<file path="src/rtl/elevator_pkg.sv">
// -----------------------------------------------------------------------------
// elevator_pkg
// Shared definitions for the 4-floor elevator request scheduler:
//   - FLOOR_W / FLOORS : floor index width and number of floors
//   - DEFAULT_TRAVEL_CYCLES / DEFAULT_DOOR_CYCLES : default phase lengths
//   - state_t : scheduler state encoding
// -----------------------------------------------------------------------------
package elevator_pkg;

    localparam int FLOOR_W = 2;
    localparam int FLOORS  = 1 << FLOOR_W;

    localparam int DEFAULT_TRAVEL_CYCLES = 8;
    localparam int DEFAULT_DOOR_CYCLES   = 4;

    typedef enum logic [1:0] {
        IDLE,
        MOVING,
        DOOR_OPEN
    } state_t;

endpackage

</file>
<file path="src/rtl/elevator_timer.sv">
// -----------------------------------------------------------------------------
// elevator_timer
// Loadable down-counter shared by the travel and door phases. It saturates
// at zero, so the scheduler can simply leave it enabled.
// Ports:
//   clk        : system clock, rising edge
//   rst        : asynchronous active-high reset (count -> 0)
//   load       : load load_value this cycle (wins over en)
//   en         : decrement by one when non-zero
//   load_value : value to load
//   zero       : high while the count is zero
// -----------------------------------------------------------------------------
module elevator_timer #(
    parameter int WIDTH = 3
) (
    input  logic             clk,
    input  logic             rst,
    input  logic             load,
    input  logic             en,
    input  logic [WIDTH-1:0] load_value,
    output logic             zero
);

    logic [WIDTH-1:0] count;

    always_ff @(posedge clk or posedge rst) begin
        if (rst) begin
            count <= '0;
        end else if (load) begin
            count <= load_value;
        end else if (en && (count != '0)) begin
            count <= count - WIDTH'(1);
        end
    end

    assign zero = (count == '0);

endmodule

</file>
<file path="src/rtl/elevator_scheduler.sv">
// -----------------------------------------------------------------------------
// elevator_scheduler
// SCAN request scheduler for a 4-floor elevator car. Calls are latched into
// a pending bitmap; the car keeps its direction while calls lie ahead and
// reverses otherwise, stepping through travel and door phases timed by a
// shared down-counter.
// Ports:
//   clk       : system clock, rising edge
//   emergency : asynchronous active-high reset, homes the car to floor 0
//   call_req  : per-floor call (level or pulse), sampled every cycle
//   door_hold : keeps the door open while high (DOOR_OPEN only)
//   cur_floor : current car floor
//   dir_up    : 1 = up, 0 = down (current or last direction)
//   moving    : high throughout MOVING
//   door_open : high throughout DOOR_OPEN
//   arrive    : one-cycle pulse when cur_floor changes
//   pending   : latched, unserved calls
// -----------------------------------------------------------------------------
module elevator_scheduler
    import elevator_pkg::*;
#(
    parameter int TRAVEL_CYCLES = DEFAULT_TRAVEL_CYCLES,
    parameter int DOOR_CYCLES   = DEFAULT_DOOR_CYCLES
) (
    input  logic               clk,
    input  logic               emergency,
    input  logic [FLOORS-1:0]  call_req,
    input  logic               door_hold,
    output logic [FLOOR_W-1:0] cur_floor,
    output logic               dir_up,
    output logic               moving,
    output logic               door_open,
    output logic               arrive,
    output logic [FLOORS-1:0]  pending
);

    localparam int MAX_CYCLES = (TRAVEL_CYCLES > DOOR_CYCLES) ? TRAVEL_CYCLES : DOOR_CYCLES;
    localparam int TIMER_W    = $clog2(MAX_CYCLES);
    localparam logic [TIMER_W-1:0] TRAVEL_LOAD = TIMER_W'(TRAVEL_CYCLES - 1);
    localparam logic [TIMER_W-1:0] DOOR_LOAD   = TIMER_W'(DOOR_CYCLES - 1);

    state_t               state;
    logic [FLOORS-1:0]    req;
    logic [FLOORS-1:0]    latch_mask;
    logic [FLOORS-1:0]    clear_mask;
    logic [FLOORS-1:0]    pending_next;
    logic                 above;
    logic                 below;
    logic                 ahead;
    logic                 behind;
    logic                 here_call;
    logic                 door_busy;
    logic                 stop_next;
    logic                 step;
    logic                 open_here;
    logic                 start_idle;
    logic                 door_done;
    logic [FLOOR_W-1:0]   next_floor;
    logic                 timer_load;
    logic                 timer_zero;
    logic [TIMER_W-1:0]   timer_value;

    // Same-cycle calls are folded into the ahead/behind view so a call that
    // arrives in a decision cycle already steers that decision.
    always_comb begin
        req   = pending | call_req;
        above = 1'b0;
        below = 1'b0;
        for (int i = 0; i < FLOORS; i++) begin
            if (req[i] && (i > int'(cur_floor))) above = 1'b1;
            if (req[i] && (i < int'(cur_floor))) below = 1'b1;
        end
        ahead  = dir_up ? above : below;
        behind = dir_up ? below : above;

        here_call  = call_req[cur_floor];
        door_busy  = door_hold | here_call;
        next_floor = dir_up ? (cur_floor + FLOOR_W'(1)) : (cur_floor - FLOOR_W'(1));
        stop_next  = req[next_floor];

        step       = (state == MOVING) && timer_zero;
        open_here  = (state == IDLE) && here_call;
        start_idle = (state == IDLE) && !here_call && (ahead || behind);
        door_done  = (state == DOOR_OPEN) && timer_zero && !door_busy;

        // The timer reloads on every phase entry, on each floor passed without
        // stopping, and on every held door cycle; the door length wins whenever
        // the next phase is DOOR_OPEN.
        timer_load  = open_here | start_idle | step
                    | ((state == DOOR_OPEN) && door_busy)
                    | (door_done && (ahead || behind));
        timer_value = (open_here | (step && stop_next) | ((state == DOOR_OPEN) && door_busy))
                    ? DOOR_LOAD : TRAVEL_LOAD;

        // A call for the floor the car is standing at is served directly; only
        // while travelling does it get latched for a later visit.
        latch_mask = call_req;
        if (state != MOVING) latch_mask[cur_floor] = 1'b0;

        // Arrival at a stop clears that floor, overriding a same-cycle call.
        clear_mask = '0;
        if (step && stop_next) clear_mask[next_floor] = 1'b1;

        pending_next = (pending | latch_mask) & ~clear_mask;
    end

    elevator_timer #(
        .WIDTH (TIMER_W)
    ) u_timer (
        .clk        (clk),
        .rst        (emergency),
        .load       (timer_load),
        .en         (1'b1),
        .load_value (timer_value),
        .zero       (timer_zero)
    );

    // Scheduler FSM; all status outputs are registered alongside the state.
    always_ff @(posedge clk or posedge emergency) begin
        if (emergency) begin
            state     <= IDLE;
            cur_floor <= '0;
            dir_up    <= 1'b1;
            moving    <= 1'b0;
            door_open <= 1'b0;
            arrive    <= 1'b0;
            pending   <= '0;
        end else begin
            arrive  <= 1'b0;
            pending <= pending_next;
            case (state)
                IDLE: begin
                    if (here_call) begin
                        state     <= DOOR_OPEN;
                        door_open <= 1'b1;
                    end else if (ahead) begin
                        state  <= MOVING;
                        moving <= 1'b1;
                    end else if (behind) begin
                        state  <= MOVING;
                        moving <= 1'b1;
                        dir_up <= ~dir_up;
                    end
                end
                MOVING: begin
                    if (timer_zero) begin
                        cur_floor <= next_floor;
                        arrive    <= 1'b1;
                        if (stop_next) begin
                            state     <= DOOR_OPEN;
                            moving    <= 1'b0;
                            door_open <= 1'b1;
                        end
                    end
                end
                DOOR_OPEN: begin
                    if (door_done) begin
                        door_open <= 1'b0;
                        if (ahead) begin
                            state  <= MOVING;
                            moving <= 1'b1;
                        end else if (behind) begin
                            state  <= MOVING;
                            moving <= 1'b1;
                            dir_up <= ~dir_up;
                        end else begin
                            state <= IDLE;
                        end
                    end
                end
                default: begin
                    state     <= IDLE;
                    moving    <= 1'b0;
                    door_open <= 1'b0;
                end
            endcase
        end
    end

    // SCAN only moves toward a pending call, so a step never leaves the shaft.
    floor_bounds_a: assert property (@(posedge clk) disable iff (emergency)
        step |-> (dir_up ? (cur_floor != FLOOR_W'(FLOORS - 1)) : (cur_floor != '0)));

    motion_door_exclusive_a: assert property (@(posedge clk) disable iff (emergency)
        !(moving && door_open));

endmodule

</file>
<file path="config.mk">
export PLATFORM = sky130hd
export DESIGN_NAME = elevator_scheduler
export DESIGN_NICKNAME = d
export VERILOG_FILES = /design/src/rtl/elevator_pkg.sv /design/src/rtl/elevator_timer.sv /design/src/rtl/elevator_scheduler.sv
export SDC_FILE = /design/constraint.sdc
export NUM_CORES = 1
export LEC_CHECK = 0
export ABC_AREA = 1
export BUFFER_PORTS_ARGS = -buffer_cell sky130_fd_sc_hd__buf_2
export CAP_MARGIN = 40
export CORE_MARGIN = 2
export CORE_UTILIZATION = 59
export CTS_CLUSTER_SIZE = 28
export DETAILED_ROUTE_END_ITERATION = 12
export PLACE_DENSITY = 0.83
export RECOVER_POWER = 25
export SLEW_MARGIN = 20
export SYNTH_ARGS = -nofsm -noshare
export SYNTH_HDL_FRONTEND = slang
export SYNTH_SLANG_ARGS = --single-unit
</file>
<file path="constraint.sdc">
create_clock -name clk -period 4.07 [get_ports clk]
set_input_delay 0.6105 -clock clk [delete_from_list [all_inputs] [get_ports clk]]
set_output_delay 0.6105 -clock clk [all_outputs]
set_load 0.01 [all_outputs]
</file>
==> results of run 1 <==
[final timing paths]
path	endpoint	slack, ps	cells after the start
min in group clk	moving$_DFFE_PP0P_	480	2
min reg2reg	moving$_DFFE_PP0P_	480	2
max	pending[2]$_DFF_PP0_	2000	10
min	pending[2]$_DFF_PP0_	350	2
max reg2reg	pending[2]$_DFF_PP0_	2000	10
max in group asynchronous	dir_up$_DFFE_PP1P_	3340	2
[report_power, final]
part,switching (mW),total [mW],internal (mW)
clock network,0.0482,0.0863,0.0381
registers,0.0487,0.251,0.202
logic,0.268,0.416,0.148
[routing by layer]
layer | routed length, um | part of all wire (%)
met1 | 903 | 42
met2 | 1080 | 51
met4 | 51 | 2.4
met3 | 99 | 4.6
met5 | 0 | 0
[state kept, by name, indices dropped and copies added, names as in the netlist]
signal         cells
u_timer.count      3
dir_up             1
cur_floor          2
state              2
arrive             1
pending            4
moving             1
door_open          1
[final cells by class]
type,count,area [um2],area share [%]
clock buffers,4,26.3,2.30
inverters,23,91.3,8.00
multi-input cells,94,546,47.8
flip-flops and latches,15,377,33.0
well taps,17,21.3,1.86
repair buffers,16,80.1,7.02
[stage by stage]
step	cell area [um2]	utilization [%]	setup slack, ps
final	1140	68.3	2000
after global routing	1140	68.3	1870
after CTS	1140	68.3	2020
after detailed placement	1110	66.7	2030
after global placement	1110	66.7	2180
after floorplan	1020	-	2290
[synthesized netlist by cell type (all sizes together)]
master,n,area [um2]
ha,7,87.6
a31oi,2,12.5
mux2i,1,10.0
a31o,1,8.76
inv,23,91.3
nand4,1,6.26
dfrtp,14,350
xor2,2,25.0
nor2,14,91.3
o21ai,13,65.1
a21boi,1,7.51
nand3,10,55.1
nand3b,1,7.51
nand2,39,159
buf,1,11.3
dfstp,1,26.3
a21oi,1,5.00
nor3,1,5.00
[worst reg2reg max path, stage by stage (launching register included)]
cell and delay, ps:
sky130_fd_sc_hd__dfrtp_1 620, sky130_fd_sc_hd__inv_6 90, sky130_fd_sc_hd__ha_1 360, sky130_fd_sc_hd__xor2_2 260
sky130_fd_sc_hd__inv_2 90, sky130_fd_sc_hd__nand2_1 80, sky130_fd_sc_hd__nand2_2 80, sky130_fd_sc_hd__nor2_4 150
sky130_fd_sc_hd__nand3_1 100, sky130_fd_sc_hd__o21ai_1 110, sky130_fd_sc_hd__inv_1 50
[logic make-up after synthesis]
kind of cell | Yosys count | share of synthesized area (%)
buffers and inverters | 24 | 10.0
DFF | 15 | 36.8
muxes | 1 | 0.977
AOI/OAI and AO/OA | 18 | 9.65
and+or+nand+nor | 66 | 31.6
adders and majority gates | 7 | 8.55
xor gates and xnor gates | 2 | 2.44
==> metrics.log, run 1 <==
INFO  metric cp_arrival = about 2300 ps
INFO  metric crit_path_max_incr_delay = approximately 620 ps
INFO  metric first_iter_violations = 23
INFO  metric antenna_found_initial = 0
INFO  metric busiest_layer = met2
INFO  metric layout_worst_path_cycle_share = 51.0%
INFO  metric overflow = 0
INFO  metric hold_viol = 0
INFO  metric rows = 15
INFO  metric tritoncts = yes
INFO  metric syn-num-nets = about 150
INFO  metric cts_buf_count = 3
INFO  metric port_buffers = 16
INFO  metric detail_route.vias_per_cell = around 5.4
INFO  metric detailedRoute.firstPassIterationCount = 4
INFO  metric mostFrequentLayoutCells = 34 x sky130_fd_sc_hd__nand2_1, 18 x sky130_fd_sc_hd__inv_1, 16 x sky130_fd_sc_hd__buf_2
INFO  metric worst_path_dominant_cell_family = flip-flops
INFO  metric worst-slew-pin-transition = approximately 560 ps
INFO  metric worst_setup_sp = cur_floor[0]$_DFFE_PP0P_
INFO  metric start_kind = flip-flop
INFO  metric crit_buf_inv = 3
INFO  metric cts.reportedPaths.clkPinSlew = 90 ps
INFO  metric initial_utilization = about three fifths
INFO  metric grt_util_met3 = between 3 and 4%
INFO  metric h-tree-depth = 1
INFO  metric regToRegStartpoint = cur_floor[0]$_DFFE_PP0P_
INFO  metric met2_usage = between 40% and 50%
INFO  metric clockRootBuffer = sky130_fd_sc_hd__clkbuf_4
INFO  metric placed_cell_count = 165
INFO  metric n_antenna_cell = 0
INFO  metric synth-seq-area-share = between 30% and 40%
INFO  metric finClkSkew = between 6 and 7 ps
INFO  metric tritoncts_num_sinks = 15
INFO  metric final-setup-viol-count = 0
INFO  metric maxClockFrequency = around 480 MHz
INFO  metric postSynthAreaPerCell = 7.70 um2
INFO  metric finalMaxSlewViolations = 0
INFO  metric totalPowerFinal = 0.753 mW
INFO  metric grt_start_max_net_pins = 16
INFO  metric ant_nets = 0
INFO  metric gp_routability_congestion = a little over 0.9
INFO  metric cts_repair_resize_count = 0
INFO  metric synthDistinctLibCells = 26
INFO  metric clock_insertion_delay_worst_skew = 290 ps
INFO  metric route.detailed.wl_per_inst = 12.7 um
INFO  metric largest_fanout_on_the_critical_path = 11
INFO  metric detailroute.via_count = 910
INFO  metric fp.dieArea = 0.00209 mm2
INFO  metric core = ~0.0017 mm2
INFO  metric cpMaxStageDelayCell = sky130_fd_sc_hd__dfrtp_1
INFO  metric n_fill_cell = 130
INFO  metric drc_errors = 0
INFO  metric worst_case_clock_buffer_depth = 2
INFO  metric cts_post_setup_buffers_inserted = 0
INFO  metric setup_tns = 0 ps
INFO  metric grt_use_total = between 20 and 25%
INFO  metric power.density_cell_area = 660 mW/mm2
INFO  metric ys_ff_latch = 15
INFO  metric gr-usage-met1 = just under 30%
INFO  metric place.detailed.hpwl = around 1700 um
INFO  metric whs = roughly 350 ps
INFO  metric layout-drive-gt1-share = around a quarter
INFO  metric worst_setup_path_end_kind = flip-flop
INFO  metric final_net_count = 167
INFO  metric route.final.wire_length = between 2000 and 2500 um
INFO  metric grt_first_pass_wirelength = 3540 um
INFO  metric maxCapViolations = 0
INFO  metric worstSetupPathType = flip-flop to flip-flop
INFO  metric die_height = 45.7 um
INFO  metric rsz_0062_raised_after_global_routing = false
INFO  metric fin_cells = 169
INFO  metric syn-instance-count = 133
INFO  metric worst_hold_path_type = input port to async pin
INFO  metric slew_limit_headroom = between 60% and 70%
INFO  metric max-vdd-ir-drop = 0.441 mV
INFO  metric layout.cells.most_common = sky130_fd_sc_hd__nand2_1
INFO  metric post_synth_instance_area = 0.00102 mm2
INFO  metric synth-warning-count = 0
INFO  metric p_leak = approximately 0.64 nW
INFO  metric design.portCount = 17
INFO  metric cp_cell_sequence = inv_6 > ha_1 > xor2_2 > inv_2 > nand2_1 > nand2_2 > nor2_4 > nand3_1 > o21ai_1 > inv_1
INFO  metric post-route-min-period = slightly above 2000 ps
INFO  metric cts_hold_buf = 0
INFO  metric first_global_vias = around 850
INFO  metric status = completed
INFO  metric worstPathRequired = roughly 4300 ps
INFO  metric synthesis_to_layout_area_growth = 11.4%
INFO  metric die-width = roughly 46 um
No activity file was read; power rests on OpenSTA's default activity.
==> inputs of run 2 (changes only) <==
--- a/config.mk
+++ b/config.mk
@@ -9,10 +9,10 @@
 export BUFFER_PORTS_ARGS = -buffer_cell sky130_fd_sc_hd__buf_2
 export CAP_MARGIN = 40
 export CORE_MARGIN = 2
-export CORE_UTILIZATION = 59
+export CORE_UTILIZATION = 49
 export CTS_CLUSTER_SIZE = 28
 export DETAILED_ROUTE_END_ITERATION = 12
-export PLACE_DENSITY = 0.83
+export PLACE_DENSITY = 0.74
 export RECOVER_POWER = 25
 export SLEW_MARGIN = 20
 export SYNTH_ARGS = -nofsm -noshare
==> constraint.sdc (replaced) <==
create_clock -name clk -period 1.8 [get_ports clk]
set_input_delay 0.27 -clock clk [delete_from_list [all_inputs] [get_ports clk]]
set_output_delay 0.27 -clock clk [all_outputs]
set_load 0.01 [all_outputs]
==> run 2 against run 1 <==
- final area is 6.9% higher
- setup slack got worse by 1900 ps
- clock-buffer cell count down 1
- hold slack worse by 330 ps
- clock skew is 0.66 ps higher
==> metrics.log, run 2 (synthesis gave the netlist of run 1 again) <==
INFO  metric die_height = 49.7 um (was 45.7 um)
INFO  metric fin_area = 0.00122 mm2 (was 0.00114 mm2)
INFO  metric rsz_0062_raised_after_global_routing = false (unchanged)
INFO  metric port_buffers = 16 (unchanged)
INFO  metric fp.dieArea = 0.00247 mm2 (was 0.00209 mm2)
INFO  metric totalPowerFinal = 1.80 mW (was 0.753 mW)
INFO  metric crit_buf_inv = 3 (unchanged)
INFO  metric worst_hold_path_type = input port to async pin (unchanged)
INFO  metric tritoncts = yes (unchanged)
INFO  metric worst_setup_path_end_kind = flip-flop (unchanged)
INFO  metric cts_hold_buf = 0 (unchanged)
INFO  metric grt_use_total = 18.8% (was 24.0%)
INFO  metric place.detailed.hpwl = 1650 um (was 1740 um)
INFO  metric biggestRegsByFlops = pending x4, u_timer.count x3 (unchanged)
INFO  metric slew_limit_headroom = 61.1% (was 62.8%)
INFO  metric grt_start_max_net_pins = 16 (unchanged)
INFO  metric die-width = 49.7 um (was 45.7 um)
INFO  metric post-route-min-period = 1700 ps (was 2070 ps)
INFO  metric clock_insertion_delay_worst_skew = 290 ps (about the same)
INFO  metric route.final.wire_length = 2090 um (was 2140 um)
INFO  metric whs = 22.1 ps (was 355 ps)
INFO  metric drc_errors = 0 (unchanged)
INFO  metric rows = 16 (was 15)
INFO  metric setup_slack = 103 ps (was 2000 ps)
INFO  metric n_fill_cell = 180 (was 130)
INFO  metric placed_cell_count = 178 (was 165)
INFO  metric n_antenna_cell = 0 (unchanged)
INFO  metric gp_routability_congestion = 0.906 (was 0.909)
INFO  metric grt_first_pass_wirelength = 3560 um (was 3540 um)
INFO  metric largest_register_ff_count = 4 (unchanged)
INFO  metric ant_nets = 0 (unchanged)
INFO  metric regToRegSetupSlack = 100 ps (was 2000 ps)
INFO  metric final-setup-viol-count = 0 (unchanged)
INFO  metric worst-slew-pin-transition = 584 ps (was 558 ps)
INFO  metric core = 0.00196 mm2 (was 0.00167 mm2)
INFO  metric finalMaxSlewViolations = 0 (unchanged)
INFO  metric worst_path_dominant_cell_family = flip-flops (unchanged)
INFO  metric initial_utilization = 52.2% (was 61.3%)
INFO  metric first_global_vias = 874 (was 845)
INFO  metric hold_viol = 0 (unchanged)
INFO  metric max-vdd-ir-drop = 1.02 mV (was 0.441 mV)
INFO  metric antenna_found_initial = 0 (unchanged)
INFO  metric cts_buf_count = 3 (unchanged)
INFO  metric worst_case_clock_buffer_depth = 2 (unchanged)
INFO  metric finClkSkew = 6.95 ps (was 6.28 ps)
INFO  metric register_area = 377 um2 (unchanged)
INFO  metric cell_area_reported_after_detailed_placement = 0.00115 mm2 (was 0.00111 mm2)
INFO  metric cpMaxStageDelayCell = sky130_fd_sc_hd__dfrtp_1 (unchanged)
INFO  metric worstSetupPathType = flip-flop to flip-flop (unchanged)
INFO  metric worstPathRequired = 1970 ps (was 4260 ps)
INFO  metric layout_worst_path_cycle_share = 94.3% (was 51.0%)
INFO  metric dpl_worst_slack = 48.9 ps (was 2030 ps)
INFO  metric final_core_utilization = 62.2% (was 68.3%)
INFO  metric overflow = 0 (unchanged)
INFO  metric crit_path_max_incr_delay = 430 ps (was 620 ps)
INFO  metric maxClockFrequency = 589 MHz (was 482 MHz)
INFO  metric fin_cells = 183 (was 169)
INFO  metric area_occupied_by_multi_input_gates = 581 um2 (was 546 um2)
INFO  metric cp_cell_sequence = inv_6 > ha_4 > xor2_4 > inv_2 > nand2_1 > nand2_2 > nor2_4 > buf_4 > a31oi_1 (was inv_6 > ha_1 > xor2_2 > inv_2 > nand2_1 > nand2_2 > nor2_4 > nand3_1 > o21ai_1 > inv_1)
INFO  metric detail_route.vias_per_cell = 4.99 (was 5.38)
INFO  metric clockRootBuffer = sky130_fd_sc_hd__clkbuf_4 (unchanged)
INFO  metric design.portCount = 17 (unchanged)
INFO  metric detailroute.via_count = 913 (was 910)
INFO  metric setup_tns = 0 ps (unchanged)
INFO  metric detailedRoute.firstPassIterationCount = 4 (unchanged)
INFO  metric synthesis_to_layout_area_growth = 19.0% (was 11.4%)
INFO  metric tritoncts_num_sinks = 15 (unchanged)
INFO  metric p_leak = 0.666 nW (was 0.636 nW)
INFO  metric final_net_count = 171 (was 167)
INFO  metric worst_r2r_endpoint = pending[1]$_DFF_PP0_ (was pending[2]$_DFF_PP0_)
INFO  metric power.density_cell_area = 1480 mW/mm2 (was 660 mW/mm2)
INFO  metric route.detailed.wl_per_inst = 11.4 um (was 12.7 um)
INFO  metric first_iter_violations = 27 (was 23)
INFO  metric cts.reportedPaths.clkPinSlew = 100 ps (was 90 ps)
INFO  metric r2r.worst_path.cells = 9 (was 10)
INFO  metric mostFrequentLayoutCells = 33 x sky130_fd_sc_hd__nand2_1, 18 x sky130_fd_sc_hd__inv_1, 16 x sky130_fd_sc_hd__buf_2 (was 34 x sky130_fd_sc_hd__nand2_1, 18 x sky130_fd_sc_hd__inv_1, 16 x sky130_fd_sc_hd__buf_2)
INFO  metric status = completed (unchanged)
INFO  metric cp_arrival = 1870 ps (was 2260 ps)
INFO  metric largest_fanout_on_the_critical_path = 9 (was 11)
INFO  metric regToRegStartpoint = cur_floor[0]$_DFFE_PP0P_ (unchanged)
INFO  metric h-tree-depth = 1 (unchanged)
INFO  metric maxCapViolations = 0 (unchanged)
INFO  metric registers.top_by_ff_count = pending (unchanged)
INFO  metric layout-drive-gt1-share = 29.5% (was 24.3%)
INFO  metric start_kind = flip-flop (unchanged)
INFO  metric layout.cells.most_common = sky130_fd_sc_hd__nand2_1 (unchanged)
-- run 2: cell count changes in the layout (fill, tap and decap cells not counted), sizes merged --
cell    before  now
clkinv       0    1
clkbuf       4    3
buf         16   20
-- run 2: power breakdown --
group	switching, mW	internal (mW)	total, mW	leakage [nW]
combinational	0.661	0.406	1.07	0.479
sequential	0.0819	0.458	0.540	0.168
clock	0.116	0.0826	0.198	0.0177
total	0.859	0.946	1.80	0.666
-- run 2: repair_timing --
item                       in CTS  in global routing
setup buffers                   0                  1
resized for setup               0                  5
setup endpoints to repair       0                  5
-- run 2: worst max-delay path by stage --
stage                                   end                     start  depth (start not counted)
2_1_floorplan          pending[3]$_DFF_PP0_  cur_floor[0]$_DFFE_PP0P_                         11
3_3_place_gp           pending[3]$_DFF_PP0_  cur_floor[0]$_DFFE_PP0P_                         10
3_5_place_dp           pending[3]$_DFF_PP0_  cur_floor[0]$_DFFE_PP0P_                         10
4_1_cts                pending[3]$_DFF_PP0_  cur_floor[0]$_DFFE_PP0P_                         10
5_1_grt        u_timer.count[2]$_DFFE_PP0P_  cur_floor[0]$_DFFE_PP0P_                         10
6_report               pending[1]$_DFF_PP0_  cur_floor[0]$_DFFE_PP0P_                          9
-- run 2: cell type report --
cell class              count  share of cell area [%]
flip-flops and latches     15                    30.9
clock inverters             1                   0.410
multi-input cells          94                    47.6
clock buffers               3                    1.85
well taps                  27                    2.77
repair buffers             20                    9.03
inverters                  23                    7.49
-- run 2: routing by layer --
layer,track usage (%),vias up,part of all wire (%)
met3,3.64,4,5.4
met4,6.02,0,0.96
li1,-,466,-
met5,0,-,0
met2,30.4,27,48
met1,25.2,416,45
==> inputs of run 3 (changes only) <==
--- a/config.mk
+++ b/config.mk
@@ -12,7 +12,7 @@
 export CORE_UTILIZATION = 49
 export CTS_CLUSTER_SIZE = 28
 export DETAILED_ROUTE_END_ITERATION = 12
-export PLACE_DENSITY = 0.74
+export PLACE_DENSITY_LB_ADDON = 0.08
 export RECOVER_POWER = 25
 export SLEW_MARGIN = 20
 export SYNTH_ARGS = -nofsm -noshare
==> constraint.sdc (replaced) <==
create_clock -name clk -period 1.8 [get_ports clk]
set_input_delay 0.36 -clock clk [delete_from_list [all_inputs] [get_ports clk]]
set_output_delay 0.36 -clock clk [all_outputs]
set_load 0.01 [all_outputs]
==> run 3 against run 2 <==
- setup slack worse by 61 ps
- wire length is 7.9% higher
- clock power hardly changed
- sequential cell count stayed put
- largest power group unchanged
- critical endpoint is now pending[3]$_DFF_PP0_
- sequential share of layout area is 0.18 points lower
- register-to-register slack worse by 60 ps
- clock-buffer cell count stayed put
- hold slack better by 95 ps
- global-route usage is 0.63 points higher
- core utilization is 0.57 points higher
- final cell count is 2.2% higher
==> metrics.log, run 3 (synthesis gave the netlist of run 1 again) <==
INFO  metric initial_utilization = 52.2% (unchanged)
INFO  metric n_fill_cell = 191 (was 180)
INFO  metric final_net_count = 175 (was 171)
INFO  metric status = completed (unchanged)
INFO  metric fp.dieArea = 0.00247 mm2 (unchanged)
INFO  metric power.density_cell_area = 1510 mW/mm2 (was 1480 mW/mm2)
INFO  metric finalMaxSlewViolations = 0 (unchanged)
INFO  metric largest_fanout_on_the_critical_path = 4 (was 9)
INFO  metric fin_cells = 187 (was 183)
INFO  metric max-vdd-ir-drop = 0.769 mV (was 1.02 mV)
INFO  metric dpl_worst_slack = 20.4 ps (was 48.9 ps)
INFO  metric cp_arrival = 1950 ps (was 1870 ps)
INFO  metric synthesis_to_layout_area_growth = 20.1% (was 19.0%)
INFO  metric worst_setup_path_end_kind = flip-flop (unchanged)
INFO  metric place.detailed.hpwl = 1710 um (was 1650 um)
INFO  metric rsz_0062_raised_after_global_routing = true (was false)
INFO  metric die_height = 49.7 um (unchanged)
INFO  metric cts.reportedPaths.clkPinSlew = 90 ps (was 100 ps)
INFO  metric worstPathRequired = 1990 ps (was 1970 ps)
INFO  metric setup_slack = 42.0 ps (was 103 ps)
INFO  metric totalPowerFinal = 1.86 mW (was 1.80 mW)
INFO  metric final-setup-viol-count = 0 (unchanged)
INFO  metric worst_hold_path_type = input port to async pin (unchanged)
INFO  metric detailroute.via_count = 936 (was 913)
INFO  metric gp_routability_congestion = 0.815 (was 0.906)
INFO  metric overflow = 0 (unchanged)
INFO  metric switching_share = 46.4% (was 47.6%)
INFO  metric p_leak = 0.682 nW (was 0.666 nW)
INFO  metric layout_worst_path_cycle_share = 97.7% (was 94.3%)
INFO  metric clock_insertion_delay_worst_skew = 290 ps (about the same)
INFO  metric setup_tns = 0 ps (unchanged)
INFO  metric layout-drive-gt1-share = 30.0% (was 29.5%)
INFO  metric registers.top_by_ff_count = pending (unchanged)
INFO  metric worst-slew-pin-transition = 604 ps (was 584 ps)
INFO  metric rows = 16 (unchanged)
INFO  metric tritoncts = yes (unchanged)
INFO  metric post-route-min-period = 1760 ps (was 1700 ps)
INFO  metric start_kind = flip-flop (unchanged)
INFO  metric worstSetupPathType = flip-flop to flip-flop (unchanged)
INFO  metric layout.cells.most_common = sky130_fd_sc_hd__nand2_1 (unchanged)
INFO  metric slew_limit_headroom = 59.7% (was 61.1%)
INFO  metric share_clk_of_total_power = 10.8% (was 11.0%)
INFO  metric power.net_switching = 0.864 mW (was 0.859 mW)
INFO  metric internal_power = 0.998 mW (was 0.946 mW)
INFO  metric grt_first_pass_wirelength = 3620 um (was 3560 um)
INFO  metric tritoncts_num_sinks = 15 (unchanged)
INFO  metric placed_cell_count = 179 (was 178)
INFO  metric maxClockFrequency = 569 MHz (was 589 MHz)
INFO  metric h-tree-depth = 1 (unchanged)
INFO  metric route.final.wire_length = 2260 um (was 2090 um)
INFO  metric core = 0.00196 mm2 (unchanged)
INFO  metric mostFrequentLayoutCells = 33 x sky130_fd_sc_hd__nand2_1, 18 x sky130_fd_sc_hd__inv_1, 16 x sky130_fd_sc_hd__buf_2 (unchanged)
INFO  metric maxCapViolations = 0 (unchanged)
INFO  metric grt_start_max_net_pins = 16 (unchanged)
INFO  metric detailedRoute.firstPassIterationCount = 4 (unchanged)
INFO  metric port_buffers = 16 (unchanged)
INFO  metric first_iter_violations = 31 (was 27)
INFO  metric seqPwrFrac = 29.0% (was 29.9%)
INFO  metric first_global_vias = 834 (was 874)
INFO  metric clockRootBuffer = sky130_fd_sc_hd__clkbuf_4 (unchanged)
INFO  metric worst_case_clock_buffer_depth = 2 (unchanged)
INFO  metric register_area = 378 um2 (was 377 um2)
INFO  metric n_antenna_cell = 0 (unchanged)
INFO  metric comb_power_share = 60.2% (was 59.1%)
INFO  metric cts_buf_count = 3 (unchanged)
INFO  metric ant_nets = 0 (unchanged)
INFO  metric biggestRegsByFlops = pending x4, u_timer.count x3 (unchanged)
INFO  metric area_occupied_by_multi_input_gates = 548 um2 (was 581 um2)
INFO  metric final_core_utilization = 62.8% (was 62.2%)
INFO  metric design.portCount = 17 (unchanged)
INFO  metric detail_route.vias_per_cell = 5.01 (was 4.99)
INFO  metric antenna_found_initial = 0 (unchanged)
INFO  metric drc_errors = 0 (unchanged)
INFO  metric largest_register_ff_count = 4 (unchanged)
INFO  metric die-width = 49.7 um (unchanged)
INFO  metric hold_viol = 0 (unchanged)
INFO  metric grt_use_total = 19.4% (was 18.8%)
INFO  metric route.detailed.wl_per_inst = 12.1 um (was 11.4 um)
INFO  metric finClkSkew = 2.79 ps (was 6.95 ps)
-- run 3: path summary, 6_finish.rpt --
| path | start | endpoint | slack (ps) | cells past startpoint |
|---|---|---|---|---|
| min in group clk | door_hold | state[1]$_DFFE_PP0P_ | 440 | 5 |
| setup / recovery | cur_floor[0]$_DFFE_PP0P_ | pending[3]$_DFF_PP0_ | 40 | 10 |
| setup reg to reg | cur_floor[0]$_DFFE_PP0P_ | pending[3]$_DFF_PP0_ | 40 | 10 |
| hold / removal | emergency | u_timer.count[2]$_DFFE_PP0P_ | 120 | 2 |
| max in group asynchronous | emergency | cur_floor[0]$_DFFE_PP0P_ | 1260 | 2 |
| hold reg to reg | door_open$_DFFE_PP0P_ | door_open$_DFFE_PP0P_ | 480 | 2 |
-- run 3: through the flow --
stage	hold slack [ps]	area [um2]
detailed placement	461	1170
CTS	136	1200
global placement	451	1170
floorplan	261	1020
finish	117	1230
global route	189	1230
-- run 3: repair_timing --
| action | 4_1_cts | 5_1_grt |
|---|---|---|
| hold buffers | 0 | 0 |
| setup buffers | 0 | 4 |
| setup endpoints to repair | 0 | 8 |
| resized for setup | 0 | 2 |
-- run 3: routing by layer --
layer | GRT usage [%] | part of all wire, % | vias up
met5 | 0 | 0 | -
met4 | 6.94 | 2.5 | 0
met3 | 3.03 | 4.7 | 7
met2 | 30.4 | 46 | 34
met1 | 27.1 | 46 | 422
li1 | - | - | 473
-- run 3: worst max-delay path: stages, from the launching register on --
cell                      delay (ps)
sky130_fd_sc_hd__dfrtp_2         430
sky130_fd_sc_hd__inv_6            40
sky130_fd_sc_hd__ha_1            320
sky130_fd_sc_hd__xor2_2          170
sky130_fd_sc_hd__buf_4           140
sky130_fd_sc_hd__nand2_1          70
sky130_fd_sc_hd__nand2_2          90
sky130_fd_sc_hd__nor2_4          140
sky130_fd_sc_hd__nand3_1         110
sky130_fd_sc_hd__o21ai_1         100
sky130_fd_sc_hd__inv_1            50
-- run 3: power groups by stage --
stage                     sequential, mW  clock, mW  combinational [mW]
after detailed placement           0.544          0                1.04
after CTS                          0.538      0.204                1.04
after global placement             0.542          0                1.02
final                              0.541      0.201                1.12
after floorplan                    0.565          0               0.727
after global routing               0.554      0.217                1.25
-- run 3: layout make-up --
cell class / count / share of cell area [%]
clock buffer: 3 / 1.83
clock inverter: 1 / 0.407
inverter: 23 / 7.42
multi-input combinational: 94 / 44.5
sequential: 15 / 30.7
tap: 27 / 2.74
timing repair buffer: 24 / 12.4
